[src/rtl/demux_pkg.sv]
// Shared definitions for the four-channel stream demultiplexer: channel count,
// channel select type and accepted-word counter width.
package demux_pkg;

  localparam int num_channels     = 4;
  localparam int word_count_width = 16;

  typedef logic [1:0]                  chan_sel_t;
  typedef logic [word_count_width-1:0] word_count_t;

  // One-hot decode of a channel select, used to steer the push strobe.
  function automatic logic [num_channels-1:0] chan_onehot(input chan_sel_t sel);
    chan_onehot      = '0;
    chan_onehot[sel] = 1'b1;
  endfunction

endpackage

[src/rtl/stream_fifo.sv]
// Per-channel FIFO with registered storage; the head word is presented
// directly from the storage array so a push is visible one edge later.
module stream_fifo #(
  parameter int data_width = 16,
  parameter int depth      = 2
) (
  input  logic                  clk,
  input  logic                  reset,
  input  logic                  push,
  input  logic                  pop,
  input  logic [data_width-1:0] din,
  output logic [data_width-1:0] dout,
  output logic                  empty,
  output logic                  full
);

  localparam int aw = (depth > 1) ? $clog2(depth) : 1;
  localparam int cw = $clog2(depth + 1);

  logic [data_width-1:0] mem_reg [depth];
  logic [aw-1:0]         wr_ptr_reg;
  logic [aw-1:0]         rd_ptr_reg;
  logic [cw-1:0]         count_reg;
  logic                  push_ok;
  logic                  pop_ok;

  assign empty   = (count_reg == '0);
  assign full    = (count_reg == cw'(depth));
  assign push_ok = push && !full;
  assign pop_ok  = pop && !empty;
  assign dout    = mem_reg[rd_ptr_reg];

  // Pointers wrap naturally because depth is a power of two.
  always_ff @(posedge clk) begin
    if (reset) begin
      wr_ptr_reg <= '0;
      rd_ptr_reg <= '0;
      count_reg  <= '0;
    end else begin
      if (push_ok) wr_ptr_reg <= wr_ptr_reg + 1'b1;
      if (pop_ok)  rd_ptr_reg <= rd_ptr_reg + 1'b1;
      case ({push_ok, pop_ok})
        2'b10:   count_reg <= count_reg + 1'b1;
        2'b01:   count_reg <= count_reg - 1'b1;
        default: count_reg <= count_reg;
      endcase
    end
  end

  always_ff @(posedge clk) begin
    if (push_ok && !reset) mem_reg[wr_ptr_reg] <= din;
  end

endmodule

[src/rtl/demux_4_stream.sv]
// Routes one ready/valid input stream to one of four buffered output streams
// selected per word, and counts accepted words.
module demux_4_stream
  import demux_pkg::*;
#(
  parameter int data_width = 16,
  parameter int depth      = 2
) (
  input  logic                    clk,
  input  logic                    reset,
  input  logic                    in_valid,
  output logic                    in_ready,
  input  logic [data_width-1:0]   in_data,
  input  chan_sel_t               in_sel,
  output logic [data_width-1:0]   out_data_0,
  output logic [data_width-1:0]   out_data_1,
  output logic [data_width-1:0]   out_data_2,
  output logic [data_width-1:0]   out_data_3,
  output logic [num_channels-1:0] out_valid,
  input  logic [num_channels-1:0] out_ready,
  output word_count_t             word_count
);

  logic [num_channels-1:0] full_w;
  logic [num_channels-1:0] empty_w;
  logic [num_channels-1:0] push_w;
  logic [num_channels-1:0] pop_w;
  logic [data_width-1:0]   dout_w [num_channels];
  logic                    accept_w;
  word_count_t             word_count_reg;

  // Readiness looks only at the pre-edge fill level, so a full channel
  // refuses input even while it is being drained.
  assign in_ready = !full_w[in_sel];
  assign accept_w = in_valid && in_ready;
  assign push_w   = chan_onehot(in_sel) & {num_channels{accept_w}};

  generate
    for (genvar gi = 0; gi < num_channels; gi++) begin : g_chan
      assign out_valid[gi] = !empty_w[gi];
      assign pop_w[gi]     = !empty_w[gi] && out_ready[gi];

      stream_fifo #(
        .data_width (data_width),
        .depth      (depth)
      ) u_fifo (
        .clk   (clk),
        .reset (reset),
        .push  (push_w[gi]),
        .pop   (pop_w[gi]),
        .din   (in_data),
        .dout  (dout_w[gi]),
        .empty (empty_w[gi]),
        .full  (full_w[gi])
      );
    end
  endgenerate

  assign out_data_0 = dout_w[0];
  assign out_data_1 = dout_w[1];
  assign out_data_2 = dout_w[2];
  assign out_data_3 = dout_w[3];

  always_ff @(posedge clk) begin
    if (reset)         word_count_reg <= '0;
    else if (accept_w) word_count_reg <= word_count_reg + 1'b1;
  end

  assign word_count = word_count_reg;

endmodule

[config.mk]
export PLATFORM = sky130hd
export DESIGN_NAME = demux_4_stream
export DESIGN_NICKNAME = d
export VERILOG_FILES = /design/src/rtl/demux_pkg.sv /design/src/rtl/stream_fifo.sv /design/src/rtl/demux_4_stream.sv
export SDC_FILE = /design/constraint.sdc
export NUM_CORES = 1
export LEC_CHECK = 0
export ABC_AREA = 1
export CAP_MARGIN = 20
export CELL_PAD_IN_SITES_DETAIL_PLACEMENT = 1
export CELL_PAD_IN_SITES_GLOBAL_PLACEMENT = 1
export CORE_MARGIN = 8
export CORE_UTILIZATION = 26
export CTS_BUF_LIST = sky130_fd_sc_hd__clkbuf_4
export CTS_CLUSTER_DIAMETER = 50
export CTS_CLUSTER_SIZE = 30
export DETAILED_ROUTE_END_ITERATION = 7
export PLACE_DENSITY = 0.57
export SKIP_CTS_REPAIR_TIMING = 1
export SLEW_MARGIN = 20
export SYNTH_ARGS = -nofsm -noshare
export SYNTH_HDL_FRONTEND = slang
export SYNTH_SLANG_ARGS = --single-unit
[constraint.sdc]
create_clock -name clk -period 3.7 [get_ports clk]
set_clock_uncertainty 0.2 [all_clocks]
set_input_delay 1.11 -clock clk [delete_from_list [all_inputs] [get_ports clk]]
set_output_delay 1.11 -clock clk [all_outputs]
set_load 0.005 [all_outputs]
==> flow_metrics.tcl <==
set metrics [dict create \
    outcome "finished clean" \
    io_pins 110 \
    placed_area_um2 8185 \
    critPathLaunchType "register" \
    antenna_found_initial 1 \
    seqCellArea_um2 4566 \
    tightest_slew_ps 534.6 \
    slew_viol_final 0 \
    n_fill_cell 2622 \
    path_class "reg -> out" \
    min_path_type "reg -> reg" \
    numCtsBuffers 17 \
    ys_ff_latch 164 \
    power.density_nw_per_um2 413.1 \
    core_area_um2 24390 \
    synthCells 478 \
    gr-total-overflow 0 \
    final_net_count 652 \
    worstHoldStart "g_chan[1].u_fifo.rd_ptr_reg" \
    die_area_um2 30190 \
    whs_path_depth 1 \
    hold_viol 0 \
    timing.hold.ws_ps 261.9 \
    worstPathArrival_ps 2270 \
    synth_top_area_share 0.5941 \
    p_int_w 0.002568 \
    cts.clk_slew.worst_paths_ps 160 \
    stdcell_area_um2 8441 \
    diodes 0 \
    cts-root-buf "clkbuf_4" \
    combPwrFrac 0.131 \
    grt_max_degree 23 \
    relSlewSlack 0.6432 \
    clock_path_buffers 2 \
    synth_area_leaders "edfxtp_1 59%, dfxtp_1 11%, mux2_2 11%" \
    layout_common_cells "128 x edfxtp_1, 107 x clkdlybuf4s50_1, 83 x nand2_1" \
    timing.final.crit_share 0.9667 \
    p_switching_w 0.0009180 \
    die_w_um 173.8 \
    syn-num-nets 508 \
    drv_cap 0 \
    grt_pass1_vias 4539 \
    cts.sinks 164 \
    worst_ir_drop_vdd_v 0.0001927 \
    rsz0062_at_grt "no" \
    required_ps 2390 \
    grt_use_total 0.1150 \
    cp_max_fo 10 \
    sw_frac_of_total 0.2633 \
    clkPwrFrac 0.278 \
    endpoint_kind "output port" \
    yosysWarnings 0 \
    drtAntennaViolNets 0 \
    critical-path-top-delay-family "buffers and inverters" \
    setup_viol 0 \
    die_h_um 173.8 \
    critPathSlowestCell "dfxtp_1" \
    clk_latency_ps 560 \
    fmax_mhz 279.6 \
    finalWirelength_um 17310 \
    synth.avg_cell_area_um2 13.54 \
    dpl.hpwl_um 12350 \
    viasPerCell 4.341 \
    row_count 57 \
    final.setup.tns_ps 0 \
    mostFrequentLayoutCell "edfxtp_1" \
    multiInputGateArea_um2 1729 \
    yosys.area.top_type "edfxtp_1" \
    slowest_delay_ps 580 \
    synth_cell_types 24 \
    rr_startpoint "g_chan[0].u_fifo.count_reg[1]" \
    regToRegSetupSlack_ps 1320 \
    drive_gt1_frac 0.2220 \
    drcViolationCount 0 \
    ff2ff_path_depth 12 \
    power_frac_seq 0.591 \
    syn_area_um2 6470 \
    grt_pass1_wl_um 26550 \
    ys_seq_area_frac 0.7055 \
    start_util 0.2653 \
    wire_per_inst_um 18.05 \
    reg2reg_to "g_chan[0].u_fifo.count_reg[1]" \
    cts_tree "yes" \
    power_w 0.003486 \
    drtPass1Iterations 5 \
    crit_chain "buf_4, mux2_2, clkdlybuf4s50_1" \
    drtIter0Drc 167 \
    vias 4163 \
    io_buffers 109 \
    place.gp.congestion 0.7648 \
    area_growth_pct 30.46 \
    critPathBufInv 2 \
    fin_crit_ps 3577 \
    largest_reg_flops 128 \
    h-tree-depth 4 \
    leakage_nw 2.886 \
]
[cell usage after synthesis]
library cell and n:
nand2_1 83, buf_2 4, nor2_2 2, inv_1 31, mux2_2 64, clkbuf_1 7
edfxtp_1 128, nand2_2 3, inv_2 1, nor3_4 1, nor3_1 3, nor2_1 24
o21ai_0 20, nor3_2 1, buf_4 1, buf_6 2, xor2_1 4, ha_1 5
xnor2_1 3, nand2_4 1, dfxtp_1 36, nand3_1 11, nand4_1 7, a21oi_1 36
[area by class of cell]
| type | count | area share |
|---|---|---|
| Sequential cell | 164 | 0.5409 |
| Tap cell | 324 | 0.04803 |
| Multi-Input combinational cell | 268 | 0.2049 |
| Timing Repair Buffer | 139 | 0.1625 |
| Clock inverter | 14 | 0.01349 |
| Clock buffer | 18 | 0.01601 |
| Inverter | 32 | 0.01423 |
[per-stage QoR]
stage | util | setup slack (ps) | instances
after global routing | 0.3461 | 0.4980 | 959
after floorplan | - | 218.4 | 478
after global placement | 0.3356 | -110.2 | 927
after detailed placement | 0.3356 | -187.9 | 927
after CTS | 0.3458 | -199.2 | 959
final | 0.3461 | 123.4 | 959
[power by group through the flow]
stage	clock network, W	logic (W)	registers (W)
floorplan	0	0.000206	0.00208
global placement	0	0.000456	0.00210
detailed placement	0	0.000467	0.00210
CTS	0.00101	0.000471	0.00206
global route	0.00108	0.000500	0.00207
finish	0.000968	0.000457	0.00206
[cells by family after synthesis]
group	synth area share
buffers and inverters	0.03036
muxes	0.1114
adders and majority gates	0.009669
xor gates and xnor gates	0.009476
DFF	0.7055
AOI/OAI and AO/OA	0.04332
and+or+nand+nor	0.09031
[metal layers]
| layer | wire, um | GRT usage | up-vias |
|---|---|---|---|
| li1 | - | - | 1988 |
| met1 | 7599 | 0.1358 | 2060 |
| met2 | 8336 | 0.1927 | 101 |
| met3 | 1287 | 0.04923 | 12 |
| met4 | 76 | 0.02244 | 2 |
| met5 | 13 | 0 | - |
[worst max-delay path by stage]
stage	to	slack [ps]	cells after the start
final	out_data_0[7]	120	3
after global routing	out_data_0[7]	0.5	3
after detailed placement	in_ready	-190	6
after floorplan	g_chan[3].u_fifo.mem_reg[1][0]	220	8
after global placement	in_ready	-110	6
after CTS	in_ready	-200	6
[worst reg2reg max path: cells and delay by family, from the launching register on]
family / cells / cell delay (ps)
AO/OA/AOI/OAI: 4 / 510
AND/OR/NAND/NOR: 5 / 680
adder cells (fa/ha/maj): 1 / 330
buffers and inverters: 2 / 240
flip-flops: 1 / 330
Note: power is estimated with default switching activity, not from simulation.
